## config.mk

```make
export PLATFORM = sky130hd
export DESIGN_NAME = div32_issue_ctrl
export DESIGN_NICKNAME = d
export VERILOG_FILES = /design/src/rtl/div_ctrl_pkg.sv /design/src/rtl/div_watchdog.sv /design/src/rtl/div32_issue_ctrl.sv
export SDC_FILE = /design/constraint.sdc
export NUM_CORES = 1
export LEC_CHECK = 0
export CAP_MARGIN = 0
export CORE_MARGIN = 3
export CORE_UTILIZATION = 38
export DETAILED_ROUTE_END_ITERATION = 10
export PLACE_DENSITY = 0.88
export SLEW_MARGIN = 20
export SYNTH_ARGS = -nofsm -noshare
export SYNTH_HDL_FRONTEND = slang
export SYNTH_SLANG_ARGS = --single-unit
export TNS_END_PERCENT = 1
```

## constraint.sdc

```tcl
create_clock -name clock -period 1.55 [get_ports clock]
set_input_delay 0.31 -clock clock [delete_from_list [all_inputs] [get_ports clock]]
set_output_delay 0.31 -clock clock [all_outputs]
set_load 0.005 [all_outputs]
```

## src/rtl/div_ctrl_pkg.sv

```systemverilog
// Shared types and constants for the 32/16 divider issue controller.
// Holds the FSM encoding, bypass/timeout result builders and watchdog sizing.
package div_ctrl_pkg;

  typedef enum logic [1:0] {
    ST_IDLE  = 2'd0,
    ST_ISSUE = 2'd1,
    ST_WAIT  = 2'd2,
    ST_HOLD  = 2'd3
  } state_t;

  localparam logic [31:0] DBZ_QUOTIENT    = 32'hFFFF_FFFF;
  localparam int          DEFAULT_TIMEOUT = 48;
  localparam int          TIMEOUT_MIN     = 36;
  localparam int          TIMEOUT_MAX     = 255;
  localparam int          WD_W            = 8;

  typedef struct packed {
    logic [31:0] quotient;
    logic [15:0] remainder;
    logic        dbz;
    logic        err;
  } result_t;

  // Divide-by-zero never reaches the divider; the low dividend half stands in as remainder.
  function automatic result_t dbz_result(input logic [31:0] dividend);
    result_t r;
    r.quotient  = DBZ_QUOTIENT;
    r.remainder = dividend[15:0];
    r.dbz       = 1'b1;
    r.err       = 1'b0;
    return r;
  endfunction

  function automatic result_t timeout_result();
    result_t r;
    r.quotient  = '0;
    r.remainder = '0;
    r.dbz       = 1'b0;
    r.err       = 1'b1;
    return r;
  endfunction

  function automatic result_t div_result(input logic [31:0] quotient,
                                         input logic [15:0] remainder);
    result_t r;
    r.quotient  = quotient;
    r.remainder = remainder;
    r.dbz       = 1'b0;
    r.err       = 1'b0;
    return r;
  endfunction

endpackage

```

## src/rtl/div_watchdog.sv

```systemverilog
// Cycle watchdog for the divider wait phase: counts enabled cycles from zero,
// expire is high during the TIMEOUT-th enabled cycle; clear or reset restart it.
module div_watchdog
  import div_ctrl_pkg::*;
#(
  parameter int TIMEOUT = DEFAULT_TIMEOUT
) (
  input  logic clock,
  input  logic reset,
  input  logic clear,
  input  logic enable,
  output logic expire
);

  localparam logic [WD_W-1:0] LAST = WD_W'(TIMEOUT - 1);

  logic [WD_W-1:0] count;

  assign expire = enable && (count == LAST);

  always_ff @(posedge clock) begin
    if (!reset || clear) begin
      count <= '0;
    end else if (enable && !expire) begin
      count <= count + 1'b1;
    end
  end

endmodule

```

## src/rtl/div32_issue_ctrl.sv

```systemverilog
// Issues one 32/16 divide at a time to an iterative divider, bypasses divide-by-zero,
// guards the wait with a watchdog and holds the result until out_ready (no new accept until then).
module div32_issue_ctrl
  import div_ctrl_pkg::*;
#(
  parameter int TAG_W   = 4,
  parameter int TIMEOUT = DEFAULT_TIMEOUT
) (
  input  logic             clock,
  input  logic             reset,

  input  logic             in_valid,
  output logic             in_ready,
  input  logic [31:0]      in_dividend,
  input  logic [15:0]      in_divisor,
  input  logic [TAG_W-1:0] in_tag,

  output logic             div_start,
  output logic [31:0]      div_dividend,
  output logic [15:0]      div_divisor,
  input  logic             div_busy,
  input  logic             div_ready,
  input  logic [31:0]      div_quotient,
  input  logic [15:0]      div_remainder,

  output logic             out_valid,
  input  logic             out_ready,
  output logic [31:0]      out_quotient,
  output logic [15:0]      out_remainder,
  output logic [TAG_W-1:0] out_tag,
  output logic             out_dbz,
  output logic             out_err
);

  state_t      state;
  state_t      state_nx;
  logic        accept;
  logic        divisor_zero;
  logic        wd_clear;
  logic        wd_enable;
  logic        wd_expire;
  logic [31:0] op_dividend;
  logic [15:0] op_divisor;
  result_t     res;

  assign accept       = in_valid && in_ready;
  assign divisor_zero = (in_divisor == '0);

  always_ff @(posedge clock) begin
    if (!reset) begin
      state <= ST_IDLE;
    end else begin
      state <= state_nx;
    end
  end

  always_comb begin
    state_nx = state;
    unique case (state)
      ST_IDLE:  if (accept) state_nx = divisor_zero ? ST_HOLD : ST_ISSUE;
      ST_ISSUE: state_nx = ST_WAIT;
      // A result arriving on the expiry cycle still counts as a good result.
      ST_WAIT:  if (div_ready || wd_expire) state_nx = ST_HOLD;
      ST_HOLD:  if (out_ready) state_nx = ST_IDLE;
      default:  state_nx = ST_IDLE;
    endcase
  end

  always_comb begin
    in_ready  = 1'b0;
    div_start = 1'b0;
    out_valid = 1'b0;
    wd_enable = 1'b0;
    unique case (state)
      ST_IDLE:  in_ready  = reset && !div_busy;
      ST_ISSUE: div_start = 1'b1;
      ST_WAIT:  wd_enable = 1'b1;
      ST_HOLD:  out_valid = 1'b1;
      default:  ;
    endcase
  end

  assign wd_clear = (state != ST_WAIT);

  div_watchdog #(
    .TIMEOUT (TIMEOUT)
  ) u_watchdog (
    .clock  (clock),
    .reset  (reset),
    .clear  (wd_clear),
    .enable (wd_enable),
    .expire (wd_expire)
  );

  // Operands stay put from acceptance until the next normal-path acceptance,
  // so the divider sees stable values for the whole ISSUE/WAIT window.
  always_ff @(posedge clock) begin
    if (!reset) begin
      op_dividend <= '0;
      op_divisor  <= '0;
      out_tag     <= '0;
      res         <= '0;
    end else begin
      if (accept) begin
        out_tag <= in_tag;
        if (divisor_zero) begin
          res <= dbz_result(in_dividend);
        end else begin
          op_dividend <= in_dividend;
          op_divisor  <= in_divisor;
        end
      end
      if (state == ST_WAIT) begin
        if (div_ready) begin
          res <= div_result(div_quotient, div_remainder);
        end else if (wd_expire) begin
          res <= timeout_result();
        end
      end
    end
  end

  assign div_dividend  = op_dividend;
  assign div_divisor   = op_divisor;
  assign out_quotient  = res.quotient;
  assign out_remainder = res.remainder;
  assign out_dbz       = res.dbz;
  assign out_err       = res.err;

endmodule

```

==> results of run 1 <==
## critical path, stage by stage, from the launching register on
cell	delay, ns
dfxtp_2	0.35
buf_4	0.11
ha_2	0.18
buf_6	0.12
and2_4	0.17
buf_12	0.19
nand2_1	0.12
a221oi_4	0.30
## cells in the final DEF, fill, tap and decap left out, types with 11 or more instances in the layout
cell	Yosys	final
a21oi_1	90	84
clkdlybuf4s50_1	0	190
buf_4	2	46
nand2_2	0	18
a221oi_2	22	29
dfxtp_1	112	108
dlygate4sd2_1	0	17
o21ai_1	14	19
o21ai_0	20	15
nand2_1	152	134
a32oi_1	16	11
## synthesized netlist by cell type (all sizes together), types with 2 or more instances
cell type	instances
a32oi	16
nand3	3
buf	25
xor2	4
nor2	11
o21ai	35
and3	3
a21oi	90
mux2i	2
clkbuf	20
and2	3
a221oi	32
ha	5
nor4	4
dfxtp	112
nor3	4
nand4	2
a211oi	2
inv	5
o211ai	2
nand2	153
## cells by family (layout without fill, tap and decap cells)
kind of cell    Yosys count  count (layout)
buf+inv                  50             298
fa+ha+maj                 5               5
xor+xnor                  5               5
flops                   112             112
simple gates            190             191
compound gates          182             182
mux                       2               2
## per-stage QoR
step / setup WS (ns) / util / instance area [um^2] / TNS, ns
3_3_place_gp: -0.577 / 0.608 / 7340 / -52.84
6_report: -0.0910 / 0.671 / 8090 / -4.17
3_5_place_dp: -0.660 / 0.608 / 7340 / -58.66
5_1_grt: -0.176 / 0.671 / 8090 / -12.37
4_1_cts: -0.118 / 0.660 / 7960 / -3.87
2_1_floorplan: -0.0121 / - / 4760 / -0.544
## power by group through the flow
stage          clock, uW  sequential [uW]  combinational (uW)
4_1_cts             2200             3270                2800
3_5_place_dp           0             3330                2470
2_1_floorplan          0             3340                1140
3_3_place_gp           0             3320                2410
6_report            2160             3280                2980
5_1_grt             2310             3300                3190
## area by class of cell
type / instances / share of cell area
clock buffers: 10 / 0.0295
clock inverters: 5 / 0.00417
multi-input cells: 385 / 0.315
flip-flops and latches: 112 / 0.278
inverters: 5 / 0.00247
repair buffers: 278 / 0.346
well taps: 168 / 0.0260
## registers in the layout, indices dropped and copies added (netlist names)
name and flops:
out_tag 4, out_remainder 16, out_quotient 32, out_err 1, state 2, div_divisor 16, out_dbz 1, u_watchdog.count 8
div_dividend 32
## layer usage
layer	up-vias	share of wire
met4	0	0.035
met2	213	0.51
met1	2476	0.38
met3	51	0.068
li1	2437	-
met5	-	0
## path summary, 6_finish.rpt
path | startpoint | endpoint | slack, ns | depth (start not counted)
max | state[1] | out_quotient[16] | -0.09 | 7
max reg2reg | state[1] | out_quotient[16] | -0.09 | 7
min | in_divisor[6] | div_divisor[6] | 0.40 | 3
min reg2reg | div_dividend[18] | div_dividend[18] | 0.46 | 2
## what timing repair did
action | CTS | global route
pin swaps | 28 | 12
setup buffers | 9 | 3
setup endpoints to repair | 110 | 141
gates resized for setup | 78 | 27
gates cloned | 4 | 1
==> reports/results.ini, run 1 <==
[yosys]
syn_avg_cell_area_um2 = 8.63
synth-edff-count = 0
yosys_warnings = 0
synthTopCellsByArea = dfxtp_1 (48%), nand2_1 (12%), a21oi_1 (9.6%), a221oi_2 (7.0%), a32oi_1 (3.0%)
ys.flop_type = dfxtp_1
yosys.area.top_type_share = 0.476
synth-seq-area-share = 0.476
synthArstFlopShare = 0
yosys.area_share.simple = 0.176
ys_ff_latch = 112
synth_fa_ha_area_frac = 0.0133
synth_fp_nets = 657
synthXorXnorAreaFrac = 0.00929
syn_area_mm2 = 0.00471
ys_types = 43
synth_compound_area_frac = 0.268
yosysTopAreaCell = dfxtp_1
netlist_instances = 546
synth_mux_area_frac = 0.00425
synth_top_family_by_area = compound AO/OA/AOI/OAI gates

[setup_path]
required_ns = 1.80
critical_path.max_fanout = 36
crit_path_start_kind = flip-flop
cp.arrival_ns = 1.89
cp-end-kind = flip-flop
worstSetupPathType = flip-flop to flip-flop

[outcome]
violations = negative setup slack
status = complete, but fails checks

[cts]
clk_pin_slew_ns = 0.07
holdBufCountCts = 0
cts_buffer_depth = 2
cts_buffers = 9
tritoncts = built
root_buffer = clkbuf_16
htree_levels = 3
clock_latency_ns = 0.34
clock_sink_count = 112

[routing]
dr.pass1.iters = 5
routedWlPerCell_um = 17.6
drtIter0Drc = 336
ant_nets = 0
viasPerCell = 5.38
route.vias.total = 5177
drt-total-wl_mm = 17.0
drcViolationCount = 0

[power]
internal-power_uw = 5820
p_leak_uw = 0.00274
combPwrFrac = 0.354
seqPwrFrac = 0.389
swShare = 0.308
power_density_mw_per_mm2 = 1040
p_clk_frac = 0.257
p_switching_uw = 2600
fin_total_pwr_uw = 8420
ir_drop_uv = 655

[placement]
dp.cells = 932
hpwl_mm = 11.4
gp_congestion = 0.887
portBuffers = 210

[sta]
worstMarginPinSlew_ns = 0.603
setup_viol = 102
finalCriticalPeriod_ns = 1.64
max_slew_margin = 0.598
hold_slack_ns = 0.403
slew_viol_final = 0
clock_skew_ns = 0.00498
fin_crit_sh = 1.06
hold_violations = 0
rsz0062_at_grt = yes
setup_slack_ns = -0.0910
max_freq_ghz = 0.609

[finish]
area_delta_synth_final_pct = 71.7
register_area_mm2 = 0.00225
nets = 902
fillCellCount = 926
drive_gt1_frac = 0.218
fin_cells = 963
multi_input_area_mm2 = 0.00255
antennaDiodeCount = 0

[grt]
grt_max_degree = 48
grt_overflow = 0
use_met3 = 0.0680
grtUsageTotal = 0.229
gr-usage-met2 = 0.415
grt_util_met1 = 0.252
grt_pass1_wl_mm = 26.0
grt_pass1_vias = 5144
antenna_found_initial = 0
top_usage_layer = met2

[floorplanning]
rows = 40
core-area_mm2 = 0.0121
initial_core_util = 0.391
die_area_mm2 = 0.0138
io_pins = 211
die_y_um = 117
die_x_um = 117

[min_path]
min_path_type = input port to flip-flop

[run]
cap_violations = 0

No activity file was read; power rests on OpenSTA's default activity.
==> run 2, diff against run 1 <==
--- a/config.mk
+++ b/config.mk
@@ -7,9 +7,9 @@
 export LEC_CHECK = 0
 export CAP_MARGIN = 0
 export CORE_MARGIN = 3
-export CORE_UTILIZATION = 38
+export CORE_UTILIZATION = 35
 export DETAILED_ROUTE_END_ITERATION = 10
-export PLACE_DENSITY = 0.88
+export PLACE_DENSITY = 0.8
 export SLEW_MARGIN = 20
 export SYNTH_ARGS = -nofsm -noshare
 export SYNTH_HDL_FRONTEND = slang
==> constraint.sdc (replaced) <==
create_clock -name clock -period 1.8 [get_ports clock]
set_input_delay 0.36 -clock clock [delete_from_list [all_inputs] [get_ports clock]]
set_output_delay 0.36 -clock clock [all_outputs]
set_load 0.005 [all_outputs]
==> reports/results.ini, run 2 (same netlist as run 1, synthesis figures left out) <==
[outcome]
status = complete, but fails checks  ; unchanged
violations = negative setup slack  ; unchanged

[setup_path]
critPathSlowestCell = clkdlybuf4s50_1  ; was dfxtp_2
cp-end-kind = flip-flop  ; unchanged
cp.arrival_ns = 2.13  ; was 1.89 ns
path_cells = clkdlybuf4s50_1, nor4_2, and4_4, clkbuf_16, a32oi_1, a221oi_2  ; was buf_4, ha_2, buf_6, and2_4, buf_12, nand2_1, a221oi_4
worstSetupPathType = input port to flip-flop  ; was flip-flop to flip-flop
required_ns = 2.06  ; was 1.80 ns
rrSetupSlack_ns = 0.07  ; was -0.09 ns
r2r_cells = 5  ; was 7
r2r-start = u_watchdog.count[4]  ; was state[1]
startpoint = in_divisor[7]  ; was state[1]
crit_path_start_kind = input port  ; was flip-flop
slowest_delay_ns = 0.44  ; was 0.35 ns
critical_path.max_fanout = 10  ; was 36
r2r_end = u_watchdog.count[3]  ; was out_quotient[16]
crit_end = out_remainder[6]  ; was out_quotient[16]

[finish]
most-common-layout-cells = clkdlybuf4s50_1 (202), nand2_1 (152), dfxtp_1 (110)  ; was clkdlybuf4s50_1 (190), nand2_1 (134), dfxtp_1 (108)
area_delta_synth_final_pct = 66.4  ; was 71.7%
nets = 885  ; was 902
drive_gt1_frac = 0.153  ; was 0.218
fin_area_mm2 = 0.00785  ; was 0.00809 mm^2
layout_commonest_cell = clkdlybuf4s50_1  ; unchanged
antennaDiodeCount = 0  ; unchanged

[sta]
setup_tns_ns = -2.18  ; was -4.17 ns
setup_slack_ns = -0.0697  ; was -0.0910 ns
clock_skew_ns = 0.00670  ; was 0.00498 ns
max_slew_margin = 0.559  ; was 0.598
fin_crit_sh = 1.04
rsz0062_at_grt = yes  ; unchanged
worstMarginPinSlew_ns = 0.660  ; was 0.603 ns
hold_violations = 0  ; unchanged
finalCriticalPeriod_ns = 1.87
max_freq_ghz = 0.535
slew_viol_final = 0  ; unchanged
setup_viol = 70  ; was 102

[placement]
post_dp_cell_area_mm2 = 0.00730  ; was 0.00734 mm^2
gp_congestion = 0.788  ; was 0.887
preCtsSetupSlack_ns = -0.475  ; was -0.660 ns
hpwl_mm = 11.6  ; was 11.4 mm
portBuffers = 210  ; unchanged

[grt]
grt_pass1_wl_mm = 25.0  ; was 26.0 mm
grtUsageTotal = 0.210  ; was 0.229
antenna_found_initial = 0  ; unchanged
grt_pass1_vias = 5147  ; was 5,144
grt_overflow = 0  ; unchanged
grt_max_degree = 71  ; was 48

[cts]
htree_levels = 3  ; unchanged
clock_sink_count = 112  ; unchanged
tritoncts = built  ; unchanged
clk_pin_slew_ns = 0.07  ; about the same
root_buffer = clkbuf_16  ; unchanged
cts_buffers = 9  ; unchanged
cts_buffer_depth = 2  ; unchanged
clock_latency_ns = 0.35  ; was 0.34 ns

[routing]
dr.pass1.iters = 5  ; unchanged
ant_nets = 0  ; unchanged
route.vias.total = 5027  ; was 5,177
viasPerCell = 5.29  ; was 5.38
drt-total-wl_mm = 16.5  ; was 17.0 mm
drcViolationCount = 0  ; unchanged
drtIter0Drc = 275  ; was 336
routedWlPerCell_um = 17.4  ; was 17.6 um

[min_path]
min_path_type = input port to flip-flop  ; unchanged

[power]
ir_drop_uv = 700  ; was 655 uV
p_switching_uw = 2130  ; was 2600 uW
seqPwrFrac = 0.398  ; was 0.389
combPwrFrac = 0.318  ; was 0.354
p_clk_frac = 0.284  ; was 0.257
swShare = 0.301  ; was 0.308
internal-power_uw = 4950  ; was 5820 uW
power_density_mw_per_mm2 = 903  ; was 1040 mW/mm^2
p_leak_uw = 0.00266  ; was 0.00274 uW
fin_total_pwr_uw = 7090  ; was 8420 uW

[floorplanning]
die_y_um = 122  ; was 117 um
die_x_um = 122  ; was 117 um
io_pins = 211  ; unchanged
core-area_mm2 = 0.0129  ; was 0.0121 mm^2
initial_core_util = 0.366  ; was 0.391
rows = 41  ; was 40
die_area_mm2 = 0.0149  ; was 0.0138 mm^2

[run]
cap_violations = 0  ; unchanged

-- run 2: cell types whose count changed in the layout (fill, tap and decap cells not counted), moves of 8 or more --
| cell | change |
|---|---|
| buf_4 | -10 |
| buf_6 | -8 |
| clkdlybuf4s50_1 | +12 |
| dlygate4sd2_1 | -15 |
| nand2_1 | +18 |
| nand2_2 | -18 |
-- run 2: per-layer routing --
metal	GRT usage	up-vias	wire length [um]
li1	-	2401	-
met1	0.230	2414	6340
met2	0.376	182	8370
met3	0.0673	30	1420
met4	0.0840	0	415
met5	0	-	0
-- run 2: worst min-delay path by stage --
stage                    startpoint               to  slack, ns  cells after the start
global route          in_divisor[6]   div_divisor[6]       0.34                      3
floorplan           div_dividend[0]  div_dividend[0]       0.45                      2
detailed placement  div_dividend[0]  div_dividend[0]       0.45                      2
CTS                 div_dividend[0]  div_dividend[0]       0.46                      2
global placement    div_divisor[12]  div_divisor[12]       0.44                      2
finish                in_divisor[5]   div_divisor[5]       0.34                      3
-- run 2: final cells by class --
cell class | instances | area [um^2]
Fill cell | 1066 | 5030
Timing Repair Buffer | 260 | 2660
Multi-Input combinational cell | 386 | 2400
Sequential cell | 112 | 2240
Clock buffer | 13 | 280
Tap cell | 172 | 215
Clock inverter | 3 | 22.5
Inverter | 5 | 20.0
-- run 2: timing repair --
action | in CTS | in global routing
setup endpoints to repair | 51 | 80
setup buffers | 0 | 2
pin swaps | 1 | 11
gates cloned | 1 | 4
resized for setup | 14 | 30
hold buffers | 0 | 0
endpoints found under the hold margin | 0 | 0
-- run 2: critical path, delay by kind of cell --
kind            cells  cell delay (ns)
buf+inv             2             0.63
compound gates      2             0.36
simple gates        2             0.78
-- run 2: stage by stage --
stage	cells	utilization	hold slack, ns
after floorplan	546	-	0.453
after global placement	928	0.567	0.442
after detailed placement	928	0.567	0.448
after CTS	945	0.595	0.458
after global routing	951	0.609	0.335
final	951	0.609	0.335
-- run 2: power groups by stage --
stage | Sequential, uW | Clock [uW] | Combinational [uW]
2_1_floorplan | 2870 | 0 | 939
3_3_place_gp | 2860 | 0 | 2020
3_5_place_dp | 2870 | 0 | 2100
4_1_cts | 2820 | 2070 | 2140
5_1_grt | 2840 | 2160 | 2440
6_report | 2820 | 2010 | 2250
